`config.mk`:
```
export PLATFORM = sky130hd
export DESIGN_NAME = mult_result_collector
export DESIGN_NICKNAME = d
export VERILOG_FILES = /design/src/rtl/mult_result_collector.sv
export SDC_FILE = /design/constraint.sdc
export NUM_CORES = 1
export LEC_CHECK = 0
export ABC_AREA = 1
export BUFFER_PORTS_ARGS = -buffer_cell sky130_fd_sc_hd__buf_2
export CORE_UTILIZATION = 56
export DETAILED_ROUTE_END_ITERATION = 12
export PLACE_DENSITY_LB_ADDON = 0.12
export REMOVE_ABC_BUFFERS = 1
export SLEW_MARGIN = 20
export SYNTH_ARGS = -nofsm -noshare
export SYNTH_HDL_FRONTEND = slang
export SYNTH_SLANG_ARGS = --single-unit
```
`constraint.sdc`:
```
create_clock -name clk -period 2.6 [get_ports clk]
set_input_delay 0 -clock clk [delete_from_list [all_inputs] [get_ports clk]]
set_output_delay 0 -clock clk [all_outputs]
set_load 0.02 [all_outputs]
```
`src/rtl/mult_result_collector.sv`:
```
// Capture stage for the 4x4 shift-add multiplier: samples each finished product into a small FIFO.
// Define MULT_COLLECT_PARITY_EN to store an even-parity bit per entry and expose it on m_parity.
module mult_result_collector #(
    parameter int DEPTH  = 4,
    parameter int DROP_W = 8
) (
    input  logic                     clk,
    input  logic                     rst_n,
    input  logic                     start,
    input  logic                     cnt_done_n,
    input  logic [3:0]               acv_qn,
    input  logic [3:0]               mrv_qn,
    output logic                     m_valid,
    input  logic                     m_ready,
    output logic [7:0]               m_data,
`ifdef MULT_COLLECT_PARITY_EN
    output logic                     m_parity,
`endif
    output logic [$clog2(DEPTH):0]   level,
    output logic                     busy,
    output logic [DROP_W-1:0]        drop_cnt,
    output logic [1:0]               fsm_state
);

    localparam int AW = $clog2(DEPTH);
    localparam logic [AW:0] FULL_LVL = (AW+1)'(DEPTH);
`ifdef MULT_COLLECT_PARITY_EN
    localparam int EW = 9;
`else
    localparam int EW = 8;
`endif

    typedef enum logic [1:0] {
        IDLE    = 2'd0,
        ARMED   = 2'd1,
        RUN     = 2'd2,
        CAPTURE = 2'd3
    } state_t;

    state_t state;
    state_t state_next;

    logic [EW-1:0] mem [DEPTH];
    logic [AW-1:0] wr_ptr;
    logic [AW-1:0] rd_ptr;
    logic [7:0]    product;
    logic [EW-1:0] entry;
    logic          pop;
    logic          push;
    logic          drop;

    always_ff @(posedge clk) begin
        if (!rst_n) begin
            state <= IDLE;
        end else begin
            state <= state_next;
        end
    end

    // Abort in RUN takes priority over a coincident terminal-count flag.
    always_comb begin
        state_next = state;
        case (state)
            IDLE:    if (start) state_next = ARMED;
            ARMED:   if (!start && cnt_done_n) state_next = RUN;
            RUN: begin
                if (start)            state_next = ARMED;
                else if (!cnt_done_n) state_next = CAPTURE;
            end
            CAPTURE: state_next = start ? ARMED : IDLE;
            default: state_next = IDLE;
        endcase
    end

    always_ff @(posedge clk) begin
        if (!rst_n) begin
            busy <= 1'b0;
        end else begin
            busy <= (state_next != IDLE);
        end
    end

    assign fsm_state = state;

    // Register outputs are Q-bar nets, so the true product is the inverse.
    assign product = ~{acv_qn, mrv_qn};
`ifdef MULT_COLLECT_PARITY_EN
    assign entry = {^product, product};
`else
    assign entry = product;
`endif

    assign m_valid = (level != '0);
    assign pop     = m_valid && m_ready;
    assign push    = (state == CAPTURE) && ((level < FULL_LVL) || pop);
    assign drop    = (state == CAPTURE) && !push;

    always_ff @(posedge clk) begin
        if (!rst_n) begin
            wr_ptr <= '0;
            rd_ptr <= '0;
            level  <= '0;
            for (int i = 0; i < DEPTH; i++) begin
                mem[i] <= '0;
            end
        end else begin
            if (push) begin
                mem[wr_ptr] <= entry;
                wr_ptr      <= wr_ptr + 1'b1;
            end
            if (pop) begin
                rd_ptr <= rd_ptr + 1'b1;
            end
            case ({push, pop})
                2'b10:   level <= level + 1'b1;
                2'b01:   level <= level - 1'b1;
                default: level <= level;
            endcase
        end
    end

    assign m_data = mem[rd_ptr][7:0];
`ifdef MULT_COLLECT_PARITY_EN
    assign m_parity = mem[rd_ptr][8];
`endif

    always_ff @(posedge clk) begin
        if (!rst_n) begin
            drop_cnt <= '0;
        end else if (drop && (drop_cnt != '1)) begin
            drop_cnt <= drop_cnt + 1'b1;
        end
    end

endmodule

```
==> summary.txt <==
Timing
  • Slew @ Worst Pin: 0.459 ns
  • Slack of the critical path: 0.646 ns
  • RSZ-0062 raised after global routing: false
  • Fmax achieved: 512 MHz
  • Final worst-path cycle share: 0.752
  • Hold WS: 0.0418 ns
  • Normalized max-slew margin: 0.694
  • Min cycle time layout: 1.95 ns
  • Slew Limit Fails: 0
  • Hold Fails Final Rpt: 0
  • Final setup viols: 0
  • Setup TNS: 0 ns
  • Clock Skew: 0.00364 ns

Final layout
  • Nets: 332
  • Finished Cell Area: 2790 um^2
  • Fraction of layout cells with a size suffix above 1: 0.186
  • Most common cell after layout, fill and taps aside: nor2_1
  • Commonest non-fill, non-tap cells in the layout: nor2_1, nand2_1, inv_1, buf_2, edfxtp_1
  • Area Growth Syn to Fin: 16.3%
  • Antenna diodes: 0

Worst setup path
  • Critical path, cell by cell: inv_1, nand3_1, nand2_1, inv_1, ha_1, inv_1, fa_1, nor2_1, nor2_1, nand2_1, o21ai_0, a21oi_1
  • WP buf/inv: 3
  • Cells on worst reg2reg path: 12
  • Reg2reg end: level[2]
  • Crit. End Element: register
  • Slowest CP cell: dfxtp_1
  • Worst reg2reg setup slack: 0.65 ns
  • Crit path depth: 12
  • Worst path max stage delay: 0.43 ns
  • Worst endpoint required time: 2.83 ns
  • CP Class: reg2reg
  • Cell family with most CP delay: adder cells
  • CP most frequent cell: inv_1
  • Critical Path Start: level[2]
  • WP data arrival: 2.19 ns
  • Critical R2R Launch: level[2]
  • Crit-path max FO: 5
  • CP Capture Point: level[2]
  • CP startpoint kind: register

Routing
  • DRT iter0 DRCs: 98
  • TritonRoute pass-1 iters: 4
  • Routed WL: 4820 um
  • Average routed wire per standard cell: 13.1 um
  • ANT nets after route: 0
  • Routed vias: 1,857
  • Vias per cell: 5.06
  • DR DRC count: 0

Synth
  • Mapped cell area: 2400 um^2
  • FF+latch count, synth: 52
  • Synth Instances: 268
  • Syn Area/Cell: 8.96 um^2
  • Ys Warns: 0
  • Seq/Total Area, Yosys: 0.567
  • Synth cell types: 25

Run
  • MaxCap Viol Count: 0

Clocking
  • Clock sink count: 52
  • Cts repair resizes: 0
  • Clock-pin slew on the worst setup and hold paths: 0.09 ns
  • CTS tree: yes
  • Deepest clock path buffer count: 2
  • Clk_lat worst skew: 0.30 ns
  • H-tree lvl count: 2
  • CTS Root Cell: clkbuf_8
  • TritonCTS Buffers: 5

Pwr
  • Clock network fraction of total power: 0.267
  • Logic pwr share: 0.177
  • NetSw: 0.475 mW
  • PwrDens: 596 nW/um^2
  • Worst VDD drop: 0.305 mV
  • Leak Pwr: 1.24 nW
  • Flop pwr share: 0.556
  • P_int: 1.19 mW
  • Switching share of power: 0.285

Die
  • Cell Rows: 23
  • I/O pins: 36
  • Chip height: 67.5 um
  • Full die area: 4560 um^2
  • Initial core utilization: 0.592
  • Die Width: 67.5 um
  • Core area: 4060 um^2

Placed design
  • Placer Congestion: 0.753
  • IO Port Bufs: 35
  • Pre-CTS WS: 0.682 ns
  • Hpwl dp: 3260 um
  • Cell Area, Placed: 2620 um^2

GRT
  • Vias in the first global route: 1,655
  • Largest net degree at the start of global routing: 18
  • First-pass GRT wire length: 7330 um
  • Total track usage: 0.228
  • Total grt overflow: 0
  • Initial antenna violation count: 0

Status
  • Status: finished clean

Min path
  • Hold Crit Class: in2reg
-- cell type report --
class,instances,area [um^2]
Sequential cell,52,1360
Fill cell,341,1260
Multi-Input combinational cell,174,868
Timing Repair Buffer,46,280
Inverter,37,139
Clock buffer,5,68.8
Tap cell,50,62.6
Clock inverter,3,13.8
-- state kept, by name, summed over array words and instances (netlist names), named ones only --
name and cells:
busy 1, drop_cnt 8, fsm_state 2, level 3, mem 32, rd_ptr 2, wr_ptr 2
-- power groups by stage --
stage	Sequential [mW]	Clock (mW)	Combinational, mW
6_report	0.926	0.444	0.295
2_1_floorplan	0.963	0	0.166
4_1_cts	0.926	0.459	0.299
3_5_place_dp	0.945	0	0.288
5_1_grt	0.930	0.482	0.332
3_3_place_gp	0.943	0	0.281
-- repair_timing --
action,CTS,global route
hold buffers,9,0
hold endpoints to repair,9,0
buffers inserted,0,0
-- worst min path at each step --
stage	slack (ns)	end	startpoint	cells after the start
6_report	0.04	rd_ptr[1]	m_ready	4
3_3_place_gp	0.31	mem[0][6]	acv_qn[2]	2
4_1_cts	0.03	fsm_state[0]	start	5
3_5_place_dp	0.31	mem[0][7]	acv_qn[3]	2
5_1_grt	0.09	drop_cnt[0]	rst_n	3
2_1_floorplan	0.12	drop_cnt[4]	rst_n	2
-- routing by layer --
metal / wire length, um / GRT usage / part of all wire / vias to the layer above
met5: 0 / 0 / 0 / -
met2: 2430 / 0.405 / 0.50 / 34
li1: - / - / - / 983
met3: 178 / 0.0541 / 0.037 / 6
met1: 2150 / 0.261 / 0.45 / 834
met4: 59 / 0.0878 / 0.012 / 0
-- tightest hold or removal path, cell delays in order --
cell and delay [ns]:
buf_2 0.09, nand2_1 0.06, nand2_1 0.06, a21oi_1 0.08
-- synthesized netlist by cell type, drive strengths merged --
| cell type | instances | area, um^2 |
|---|---|---|
| a21oi | 12 | 71.3 |
| a31oi | 1 | 6.26 |
| buf | 5 | 33.8 |
| clkinv | 2 | 7.51 |
| dfxtp | 20 | 400 |
| edfxtp | 32 | 961 |
| fa | 1 | 20.0 |
| ha | 2 | 25.0 |
| inv | 35 | 131 |
| nand2 | 39 | 159 |
| nand3 | 10 | 50.1 |
| nand4 | 5 | 31.3 |
| nor2 | 60 | 238 |
| nor3 | 1 | 5.00 |
| o21ai | 25 | 125 |
| o22ai | 8 | 50.1 |
| or2 | 8 | 70.1 |
| xor2 | 2 | 17.5 |
-- cells by family (layout without fill, tap and decap cells) --
kind of cell             count (synthesis)  in the layout  share of synthesized area
flip-flops                              52             52                      0.567
buffers and inverters                   42             91                     0.0719
XOR/XNOR                                 2              2                    0.00729
AND/OR/NAND/NOR                        123            123                      0.230
adder cells (fa/ha/maj)                  3              3                     0.0187
AO/OA/AOI/OAI                           46             46                      0.105
-- stage by stage --
step,std cells,power [mW],utilization
after global routing,367,1.74,0.689
after floorplan,263,1.13,-
after CTS,367,1.68,0.689
after detailed placement,350,1.23,0.646
final,367,1.67,0.689
after global placement,350,1.22,0.646
Note: power is estimated with default switching activity, not from simulation.
